==> config.mk <==
export PLATFORM = sky130hd
export DESIGN_NAME = temp_sense_seq_flat
export DESIGN_NICKNAME = d
export VERILOG_FILES = /design/src/rtl/temp_sense_if.sv /design/src/rtl/temp_sense_seq.sv /design/src/flat_wrapper.sv
export SDC_FILE = /design/constraint.sdc
export NUM_CORES = 1
export LEC_CHECK = 0
export CAP_MARGIN = 20
export CELL_PAD_IN_SITES_DETAIL_PLACEMENT = 1
export CELL_PAD_IN_SITES_GLOBAL_PLACEMENT = 1
export CORE_UTILIZATION = 47
export DETAILED_ROUTE_END_ITERATION = 8
export PLACE_DENSITY_LB_ADDON = 0.1
export SLEW_MARGIN = 30
export SYNTH_ARGS = -nofsm -noshare
export SYNTH_HDL_FRONTEND = slang
export SYNTH_SLANG_ARGS = --single-unit
==> constraint.sdc <==
create_clock -name clk -period 3.95 [get_ports clk]
set_input_delay 0.395 -clock clk [delete_from_list [all_inputs] [get_ports clk]]
set_output_delay 0.395 -clock clk [all_outputs]
set_load 0.02 [all_outputs]
==> src/rtl/temp_sense_if.sv <==
// Signal bundle between the temperature-sensor sequencer, the sensor front end and the readout logic.
// The slave modport is the sequencer. Voutc comes from the analog comparator, not from the readout side.
interface temp_sense_if;
    logic       start;
    logic       cont;
    logic       Voutc;
    logic       sensor_en;
    logic       busy;
    logic       done;
    logic [7:0] T;
    logic       ovf;

    modport master (
        output start, cont, Voutc,
        input  sensor_en, busy, done, T, ovf
    );

    modport slave (
        input  start, cont, Voutc,
        output sensor_en, busy, done, T, ovf
    );
endinterface

==> src/rtl/temp_sense_seq.sv <==
// Temperature-sensor measurement sequencer: settle, count comparator edges over 2^AVG_LOG2 windows,
// and publish the truncated average with a one-cycle done strobe.
//
// state     | meaning
// S_IDLE    | sensor off, waiting for start
// S_SETTLE  | sensor on, settling timer running, edges ignored
// S_MEASURE | back-to-back counting windows, edges counted
// S_DONE    | one cycle: result published, then re-measure (cont) or go idle
module temp_sense_seq #(
    parameter int unsigned SETTLE_CYCLES = 1000,
    parameter int unsigned WINDOW_CYCLES = 800000,
    parameter int unsigned AVG_LOG2      = 2
) (
    input logic         clk,
    input logic         rst_n,
    temp_sense_if.slave ts
);
    localparam int unsigned MAX_CYC = (SETTLE_CYCLES > WINDOW_CYCLES) ? SETTLE_CYCLES : WINDOW_CYCLES;
    localparam int unsigned TMR_W   = $clog2(MAX_CYC + 1);
    localparam int unsigned ACC_W   = 8 + AVG_LOG2;
    localparam int unsigned IDX_W   = AVG_LOG2 + 1;

    localparam logic [TMR_W-1:0] SETTLE_LD = TMR_W'(SETTLE_CYCLES - 1);
    localparam logic [TMR_W-1:0] WINDOW_LD = TMR_W'(WINDOW_CYCLES - 1);
    localparam logic [IDX_W-1:0] LAST_WIN  = IDX_W'((1 << AVG_LOG2) - 1);

    typedef enum logic [1:0] {
        S_IDLE,
        S_SETTLE,
        S_MEASURE,
        S_DONE
    } state_t;

    state_t           state_q, state_d;
    logic [2:0]       sync_q;
    logic [TMR_W-1:0] tmr_q;
    logic [IDX_W-1:0] win_idx_q;
    logic [7:0]       win_cnt_q;
    logic [ACC_W-1:0] acc_q;
    logic             sticky_q;
    logic             done_q;
    logic [7:0]       t_q;
    logic             ovf_q;

    logic       edge_det;
    logic       tmr_tc;
    logic       last_win;
    logic       sat_hit;
    logic [7:0] cnt_next;
    logic       ld_settle;
    logic       meas_init;
    logic       active;

    // sync_q[1:0] is the two-flop synchronizer; sync_q[2] is the previous sample for edge detection
    assign edge_det = sync_q[1] & ~sync_q[2];
    assign tmr_tc   = (tmr_q == '0);
    assign last_win = (win_idx_q == LAST_WIN);
    assign sat_hit  = edge_det && (win_cnt_q == 8'hFF);
    assign cnt_next = (edge_det && (win_cnt_q != 8'hFF)) ? win_cnt_q + 8'd1 : win_cnt_q;

    always_ff @(posedge clk or negedge rst_n) begin
        if (!rst_n) begin
            state_q <= S_IDLE;
        end else begin
            state_q <= state_d;
        end
    end

    always_comb begin
        state_d   = state_q;
        ld_settle = 1'b0;
        meas_init = 1'b0;
        active    = 1'b1;
        unique case (state_q)
            S_IDLE: begin
                active = 1'b0;
                if (ts.start) begin
                    state_d   = S_SETTLE;
                    ld_settle = 1'b1;
                end
            end
            S_SETTLE: begin
                if (tmr_tc) begin
                    state_d   = S_MEASURE;
                    meas_init = 1'b1;
                end
            end
            S_MEASURE: begin
                if (tmr_tc && last_win) begin
                    state_d = S_DONE;
                end
            end
            S_DONE: begin
                if (ts.cont) begin
                    state_d   = S_MEASURE;
                    meas_init = 1'b1;
                end else begin
                    state_d = S_IDLE;
                end
            end
            default: state_d = S_IDLE;
        endcase
    end

    always_ff @(posedge clk or negedge rst_n) begin
        if (!rst_n) begin
            sync_q    <= '0;
            tmr_q     <= '0;
            win_idx_q <= '0;
            win_cnt_q <= '0;
            acc_q     <= '0;
            sticky_q  <= 1'b0;
            done_q    <= 1'b0;
            t_q       <= '0;
            ovf_q     <= 1'b0;
        end else begin
            sync_q <= {sync_q[1:0], ts.Voutc};
            done_q <= (state_q == S_DONE);

            if (ld_settle) begin
                tmr_q <= SETTLE_LD;
            end else if (meas_init) begin
                tmr_q     <= WINDOW_LD;
                win_idx_q <= '0;
                win_cnt_q <= '0;
            end else if (state_q == S_SETTLE) begin
                tmr_q <= tmr_q - 1'b1;
            end else if (state_q == S_MEASURE) begin
                // window end: the final cycle's edge is folded in through cnt_next
                if (tmr_tc) begin
                    tmr_q     <= WINDOW_LD;
                    win_idx_q <= win_idx_q + 1'b1;
                    win_cnt_q <= '0;
                    acc_q     <= acc_q + ACC_W'(cnt_next);
                end else begin
                    tmr_q     <= tmr_q - 1'b1;
                    win_cnt_q <= cnt_next;
                end
                if (sat_hit) begin
                    sticky_q <= 1'b1;
                end
            end

            if (state_q == S_DONE) begin
                t_q      <= 8'(acc_q >> AVG_LOG2);
                ovf_q    <= sticky_q;
                acc_q    <= '0;
                sticky_q <= 1'b0;
            end
        end
    end

    assign ts.sensor_en = active;
    assign ts.busy      = active;
    assign ts.done      = done_q;
    assign ts.T         = t_q;
    assign ts.ovf       = ovf_q;
endmodule
==> src/flat_wrapper.sv <==
// flat-port wrapper written by rule: the top's interface ports become plain ports
module temp_sense_seq_flat 
#(
    parameter int unsigned SETTLE_CYCLES = 1000,
    parameter int unsigned WINDOW_CYCLES = 800000,
    parameter int unsigned AVG_LOG2      = 2
)
  (clk, rst_n, ts_start, ts_cont, ts_Voutc, ts_sensor_en, ts_busy, ts_done, ts_T, ts_ovf);
  temp_sense_if ts_i ();
  input logic clk;
  input logic rst_n;
  input wire logic [$bits(ts_i.start)-1:0] ts_start;
  input wire logic [$bits(ts_i.cont)-1:0] ts_cont;
  input wire logic [$bits(ts_i.Voutc)-1:0] ts_Voutc;
  output wire logic [$bits(ts_i.sensor_en)-1:0] ts_sensor_en;
  output wire logic [$bits(ts_i.busy)-1:0] ts_busy;
  output wire logic [$bits(ts_i.done)-1:0] ts_done;
  output wire logic [$bits(ts_i.T)-1:0] ts_T;
  output wire logic [$bits(ts_i.ovf)-1:0] ts_ovf;
  assign ts_i.start = ts_start;
  assign ts_i.cont = ts_cont;
  assign ts_i.Voutc = ts_Voutc;
  assign ts_sensor_en = ts_i.sensor_en;
  assign ts_busy = ts_i.busy;
  assign ts_done = ts_i.done;
  assign ts_T = ts_i.T;
  assign ts_ovf = ts_i.ovf;
  temp_sense_seq #(.SETTLE_CYCLES(SETTLE_CYCLES), .WINDOW_CYCLES(WINDOW_CYCLES), .AVG_LOG2(AVG_LOG2)) u_core (.clk(clk), .rst_n(rst_n), .ts(ts_i));
endmodule
==> flow_summary.yaml, run 1 <==
setup_path:
  critical_path_class: "reg -> reg"
  required_ns: 4.15
  startpoint_type: "register"
  end_kind: "register"
  arrival_ns: 3.45
  cp_max_fo: 5
sta:
  slew_violations: 0
  fin_crit_ns: 3.25
  max_freq_mhz: 308
  clock_skew_ns: 0.0103
  fin_ws_ns: 0.700
  setup_viol: 0
  post-route-period-util_pct: 82.3
  fin_setup_tns_ns: 0
  rsz0062_at_grt: "no"
  worstMarginPinSlew_ns: 0.845
  hold_viol: 0
  relSlewSlack_pct: 42.8
finish:
  drive_gt1_share_pct: 10.8
  fillers: 831
  area_delta_synth_final_pct: 13.4
  register_area_um2: 1430
  multi_input_area_um2: 1960
  final_nets: 416
  diodes: 0
grt:
  grt_usage_pct: 25.8
  first_global_vias: 3176
  grt_antenna_before_repair: 0
  grt_overflow: 0
  grt_pass1_wl_mm: 15.5
  grt_max_degree: 58
yosys:
  synth_edf_count: 0
  seq_area_frac_synth_pct: 40.5
  syn_avg_cell_area_um2: 9.42
  synth_cell_type_count: 65
  syn_inst: 374
  synth_top_area_share_pct: 40.5
  synth_top_cell_by_area: "dfrtp_1"
  synth_async_sr_flop_share_pct: 100
  synthTopCellsByArea: "dfrtp_1, ha_1, o21ai_0, mux2_2, a21oi_1"
  syn_area_um2: 3520
  yosysWarnings: 0
  synth_nets: 398
  ys_seq_elements: 57
  synth_ff_type: "dfrtp_1"
floorplanning:
  core-area_um2: 7250
  initial_core_util_pct: 48.6
  die_h_um: 88.6
  rows: 31
  die_width_um: 88.6
  pin_count: 17
  die_area_um2: 7850
clock_network:
  clk_pin_slew_ns: 0.07
  cts_tree: "done"
  post_cts_buffers: 0
  cts-buffers-inserted: 9
  root_buffer: "clkbuf_8"
  cts_sinks: 57
  hold_buffers: 0
  cts_max_level: 3
  clock_path_buffers: 2
  ctsResizeCount: 0
  clk_latency_ns: 0.34
placed_design:
  place_ws_ns: 0.759
  gp_congestion: 0.771
  dp_hpwl_mm: 6.60
  io_buffers: 16
drt:
  wl_per_cell_um: 18.3
  wl_mm: 9.08
  route.detailed.drc: 0
  wl_met3_um: 268
  routed.top_layer: "met4"
  met1_length_mm: 4.06
  vias: 3000
  ant_nets: 0
  firstDrtPassIters: 4
  drtIter0Drc: 89
  wl_met2_mm: 4.62
  avgViaCountPerCell: 6.05
run:
  cap_viol_max_count: 0
hold_path:
  min_path_type: "in -> async"
power_and_ir_drop:
  total_leakage_power_uw: 0.00168
  vdd_drop_max_mv: 0.340
  p_per_area_nw_per_um2: 676
status:
  status: "finished clean"
[sequential cells by signal (all words and copies together), names as in the netlist]
signal and flops:
u_core.tmr_q 20, u_core.acc_q 10, u_core.ts.T 8, u_core.win_cnt_q 8, u_core.sync_q 3, u_core.win_idx_q 3, u_core.state_q 2, u_core.sticky_q 1
u_core.ts.done 1, u_core.ts.ovf 1
[synth_stat cells, types with 3 or more instances]
cell type,instances
nand2_1,21
or3_1,7
a22o_1,7
inv_1,17
nor4_1,4
o21ai_0,29
or4_1,8
clkbuf_1,9
a22oi_1,6
xnor2_1,6
and3_1,3
buf_4,3
nand3b_1,3
ha_1,18
a21o_1,3
mux2_2,11
buf_2,3
o311ai_1,3
nand2b_1,4
o21a_1,9
nand4_1,5
nand3_1,10
a21oi_1,19
dfrtp_1,57
nor2_1,23
o21ai_1,4
xor2_1,6
a31oi_1,8
o211ai_1,5
nor3_1,14
and2_1,5
nor2b_1,4
[cell type report]
cell class / count / share of cell area, %
Clock inverter: 2 / 0.877
Clock buffer: 14 / 4.32
Multi-Input combinational cell: 283 / 49.0
Tap cell: 99 / 3.10
Inverter: 17 / 1.60
Sequential cell: 57 / 35.7
Timing Repair Buffer: 24 / 5.39
[critical path: stages, from the launching register on]
cell       delay [ns]
dfrtp_1          0.43
ha_1             0.25
nand4_1          0.21
o21ai_0          0.50
nor2_1           0.14
xor2_1           0.17
ha_1             0.38
nand3_1          0.14
o2111ai_1        0.31
a21oi_1          0.15
o311ai_0         0.32
o41ai_1          0.12
[layout by cell type (no fill, tap or decap), drive strengths merged, types with 3 or more instances in the layout]
| master | synthesis | routed |
|---|---|---|
| xor2 | 6 | 6 |
| buf | 8 | 9 |
| nand2 | 21 | 21 |
| a21o | 3 | 3 |
| and2 | 6 | 6 |
| nor4 | 6 | 6 |
| inv | 17 | 17 |
| or4 | 9 | 9 |
| a21oi | 19 | 19 |
| nand3b | 3 | 3 |
| nand3 | 10 | 10 |
| a21boi | 3 | 3 |
| nor3 | 15 | 15 |
| a22o | 7 | 7 |
| dfrtp | 57 | 57 |
| mux2 | 11 | 11 |
| clkdlybuf4s50 | 0 | 15 |
| nor2 | 23 | 23 |
| clkbuf | 9 | 14 |
| nand2b | 4 | 4 |
| a31oi | 8 | 8 |
| o21a | 9 | 9 |
| a22oi | 6 | 6 |
| nor2b | 4 | 4 |
| nand4 | 5 | 5 |
| or3 | 7 | 7 |
| ha | 18 | 18 |
| o211ai | 5 | 5 |
| o21ai | 34 | 34 |
| and3 | 3 | 3 |
| xnor2 | 6 | 6 |
| o311ai | 4 | 4 |
[metrics by stage]
stage                     power [uW]  hold WS (ns)  instance area (um2)  util [%]  instances
after floorplan                 1730        0.0994                 3520         -        374
after global placement          2070         0.333                 3780      52.2        480
after detailed placement        2120         0.363                 3780      52.2        480
after CTS                       2710         0.239                 3990      55.0        496
after global routing            2900         0.264                 4000      55.1        496
final                           2700         0.180                 4000      55.1        496
[final timing paths]
kind | end | cells past startpoint | slack, ns | start
min reg2reg | u_core.sync_q[1]$_DFF_PN0_ | 0 | 0.36 | u_core.sync_q[0]$_DFF_PN0_
min in group clk | u_core.sync_q[1]$_DFF_PN0_ | 0 | 0.36 | u_core.sync_q[0]$_DFF_PN0_
min | u_core.win_idx_q[0]$_DFFE_PN0P_ | 2 | 0.18 | rst_n
max reg2reg | u_core.acc_q[9]$_DFFE_PN0P_ | 11 | 0.70 | u_core.win_cnt_q[0]$_DFFE_PN0P_
max in group asynchronous | u_core.tmr_q[7]$_DFFE_PN0P_ | 2 | 3.23 | rst_n
max | u_core.acc_q[9]$_DFFE_PN0P_ | 11 | 0.70 | u_core.win_cnt_q[0]$_DFFE_PN0P_
[per-layer routing]
layer | up-vias | track usage [%]
met4 | 0 | 8.80
met5 | - | 0
met2 | 47 | 45.2
met3 | 16 | 6.16
li1 | 1428 | -
met1 | 1509 | 31.1
[power breakdown]
part / internal (uW) / switching [uW] / total [uW]
clock network: 343 / 234 / 577
logic: 487 / 770 / 1260
registers: 715 / 154 / 869
total: 1540 / 1160 / 2700
[logic make-up after synthesis]
family	count (synthesis)	share of synthesized area, %
DFF	57	40.5
and+or+nand+nor	122	19.4
AOI/OAI and AO/OA	117	22.1
adders and majority gates	19	6.96
buffers and inverters	34	4.05
muxes	13	4.08
xor gates and xnor gates	12	2.98
Note: power is estimated with default switching activity, not from simulation.
==> run 2, diff against run 1 <==
- CORE_UTILIZATION: 47 -> 43
- clock period: 3.95 -> 2.91 ns (I/O delays scaled with it)
==> flow_summary.yaml, run 2 (synthesized netlist as in run 1, its figures left out) <==
status:
  status: "finished with violations"
  violations: "setup timing"
setup_path:
  required_ns: 3.12
  r2r_cells: 11
  cp_top_family: "simple AND/OR/NAND/NOR gates"
  arrival_ns: 3.19
  path_common_cell: "nand4_1"
  cp_max_fo: 5
  cp.depth: 11
  critPathMaxStageDelay_ns: 0.50
  startpoint_type: "register"
  critical_path_buf_inv_count: 0
  critical_path_class: "reg -> reg"
  end_kind: "register"
  crit_slowest_cell: "or4bb_1"
  path_cells: "ha_4, nand4_1, nand4_1, nor2_2, xor2_1, ha_1, o21a_1, nor2_1, or4bb_1, o311ai_1, o41ai_1"
placed_design:
  dpl_cell_area_um2: 3890
  dp_hpwl_mm: 6.88
  io_buffers: 16
  dp_cells: 495
  gp_congestion: 0.848
run:
  cap_viol_max_count: 0
finish:
  regMostFlops: "u_core.tmr_q"
  fillers: 876
  stdcell_count: 526
  final_area_um2: 4330
  top_regs: "u_core.tmr_q: 20 flops, u_core.acc_q: 10 flops"
  area_delta_synth_final_pct: 22.8
  final_nets: 443
  final_common_cell: "dfrtp_1"
  diodes: 0
  fin_util_pct: 55.4
  largest_reg_flops: 20
  drive_gt1_share_pct: 18.9
  layout_common_cells: "dfrtp_1, buf_4, o21ai_0"
grt:
  grt_overflow: 0
  grt_max_degree: 25
  grt_antenna_before_repair: 0
  grt_usage_pct: 24.6
  first_global_vias: 3266
  grt_pass1_wl_mm: 16.2
clock_network:
  cts-buffers-inserted: 9
  clock_path_buffers: 2
  cts_tree: "done"
  clk_latency_ns: 0.35
  cts_sinks: 57
  clk_pin_slew_ns: 0.07
  cts_max_level: 3
  root_buffer: "clkbuf_8"
drt:
  avgViaCountPerCell: 5.95
  ant_nets: 0
  firstDrtPassIters: 4
  drtIter0Drc: 75
  wl_per_cell_um: 19.2
  wl_mm: 10.1
  route.detailed.drc: 0
  vias: 3130
sta:
  fin_setup_tns_ns: -0.0640
  worstMarginPinSlew_ns: 0.813
  clock_skew_ns: 0.00903
  max_freq_mhz: 336
  slew_violations: 0
  relSlewSlack_pct: 45.8
  hold_ws_ns: 0.353
  rsz0062_at_grt: "yes"
  fin_crit_ns: 2.97
  hold_viol: 0
  fin_ws_ns: -0.0640
  post-route-period-util_pct: 102
  setup_viol: 1
floorplanning:
  initial_core_util_pct: 45.1
  pin_count: 17
  die_width_um: 92.5
  core-area_um2: 7810
  rows: 32
  die_h_um: 92.5
  die_area_um2: 8560
hold_path:
  hold_depth: 0
  min_path_type: "reg -> reg"
power_and_ir_drop:
  p_per_area_nw_per_um2: 934
  total_leakage_power_uw: 0.00184
  vdd_drop_max_mv: 0.553
==> run 2: timing repair <==
item / 4_1_cts / 5_1_grt
endpoints found under the hold margin: 22 / 0
pin swaps: 2 / 16
setup buffers: 4 / 10
resized for setup: 1 / 19
setup endpoints to repair: 2 / 7
hold buffers: 1 / 0
==> run 2: final cells by class <==
cell class,instances,area (um2),share of cell area (%)
Clock inverter,5,103,2.37
Timing Repair Buffer,51,444,10.3
Clock buffer,11,141,3.27
Tap cell,102,128,2.95
Sequential cell,57,1430,33.0
Multi-Input combinational cell,283,2020,46.7
Inverter,17,63.8,1.47
==> run 2: routing by layer <==
| layer | global-route usage, % | wire [um] | vias up |
|---|---|---|---|
| li1 | - | - | 1481 |
| met1 | 29.6 | 4410 | 1581 |
| met2 | 42.2 | 5210 | 48 |
| met3 | 4.11 | 239 | 20 |
| met4 | 12.4 | 253 | 0 |
| met5 | 0 | 0 | - |
==> run 2: stage by stage <==
stage	worst slack, ns	power (uW)
after floorplan	0.142	2350
after global placement	0.135	2890
after detailed placement	-0.0554	2960
after CTS	0.0174	3940
after global routing	-0.189	4310
final	-0.0640	4040
==> run 2: power breakdown <==
part	total (uW)	switching, uW	internal [uW]	leakage (uW)
registers	1180	207	970	0.000704
clock network	938	347	591	0.000120
logic	1930	1130	795	0.00102
total	4040	1680	2360	0.00184
==> run 2: path summary, 6_finish.rpt <==
check | startpoint | to | slack, ns
hold reg to reg | u_core.sync_q[0]$_DFF_PN0_ | u_core.sync_q[1]$_DFF_PN0_ | 0.35
max in group asynchronous | rst_n | u_core.win_cnt_q[7]$_DFFE_PN0P_ | 1.80
setup reg to reg | u_core.win_cnt_q[1]$_DFFE_PN0P_ | u_core.acc_q[9]$_DFFE_PN0P_ | -0.06
hold / removal | u_core.sync_q[0]$_DFF_PN0_ | u_core.sync_q[1]$_DFF_PN0_ | 0.35
setup / recovery | u_core.win_cnt_q[1]$_DFFE_PN0P_ | u_core.acc_q[9]$_DFFE_PN0P_ | -0.06
min in group asynchronous | rst_n | u_core.win_idx_q[2]$_DFFE_PN0P_ | 0.46
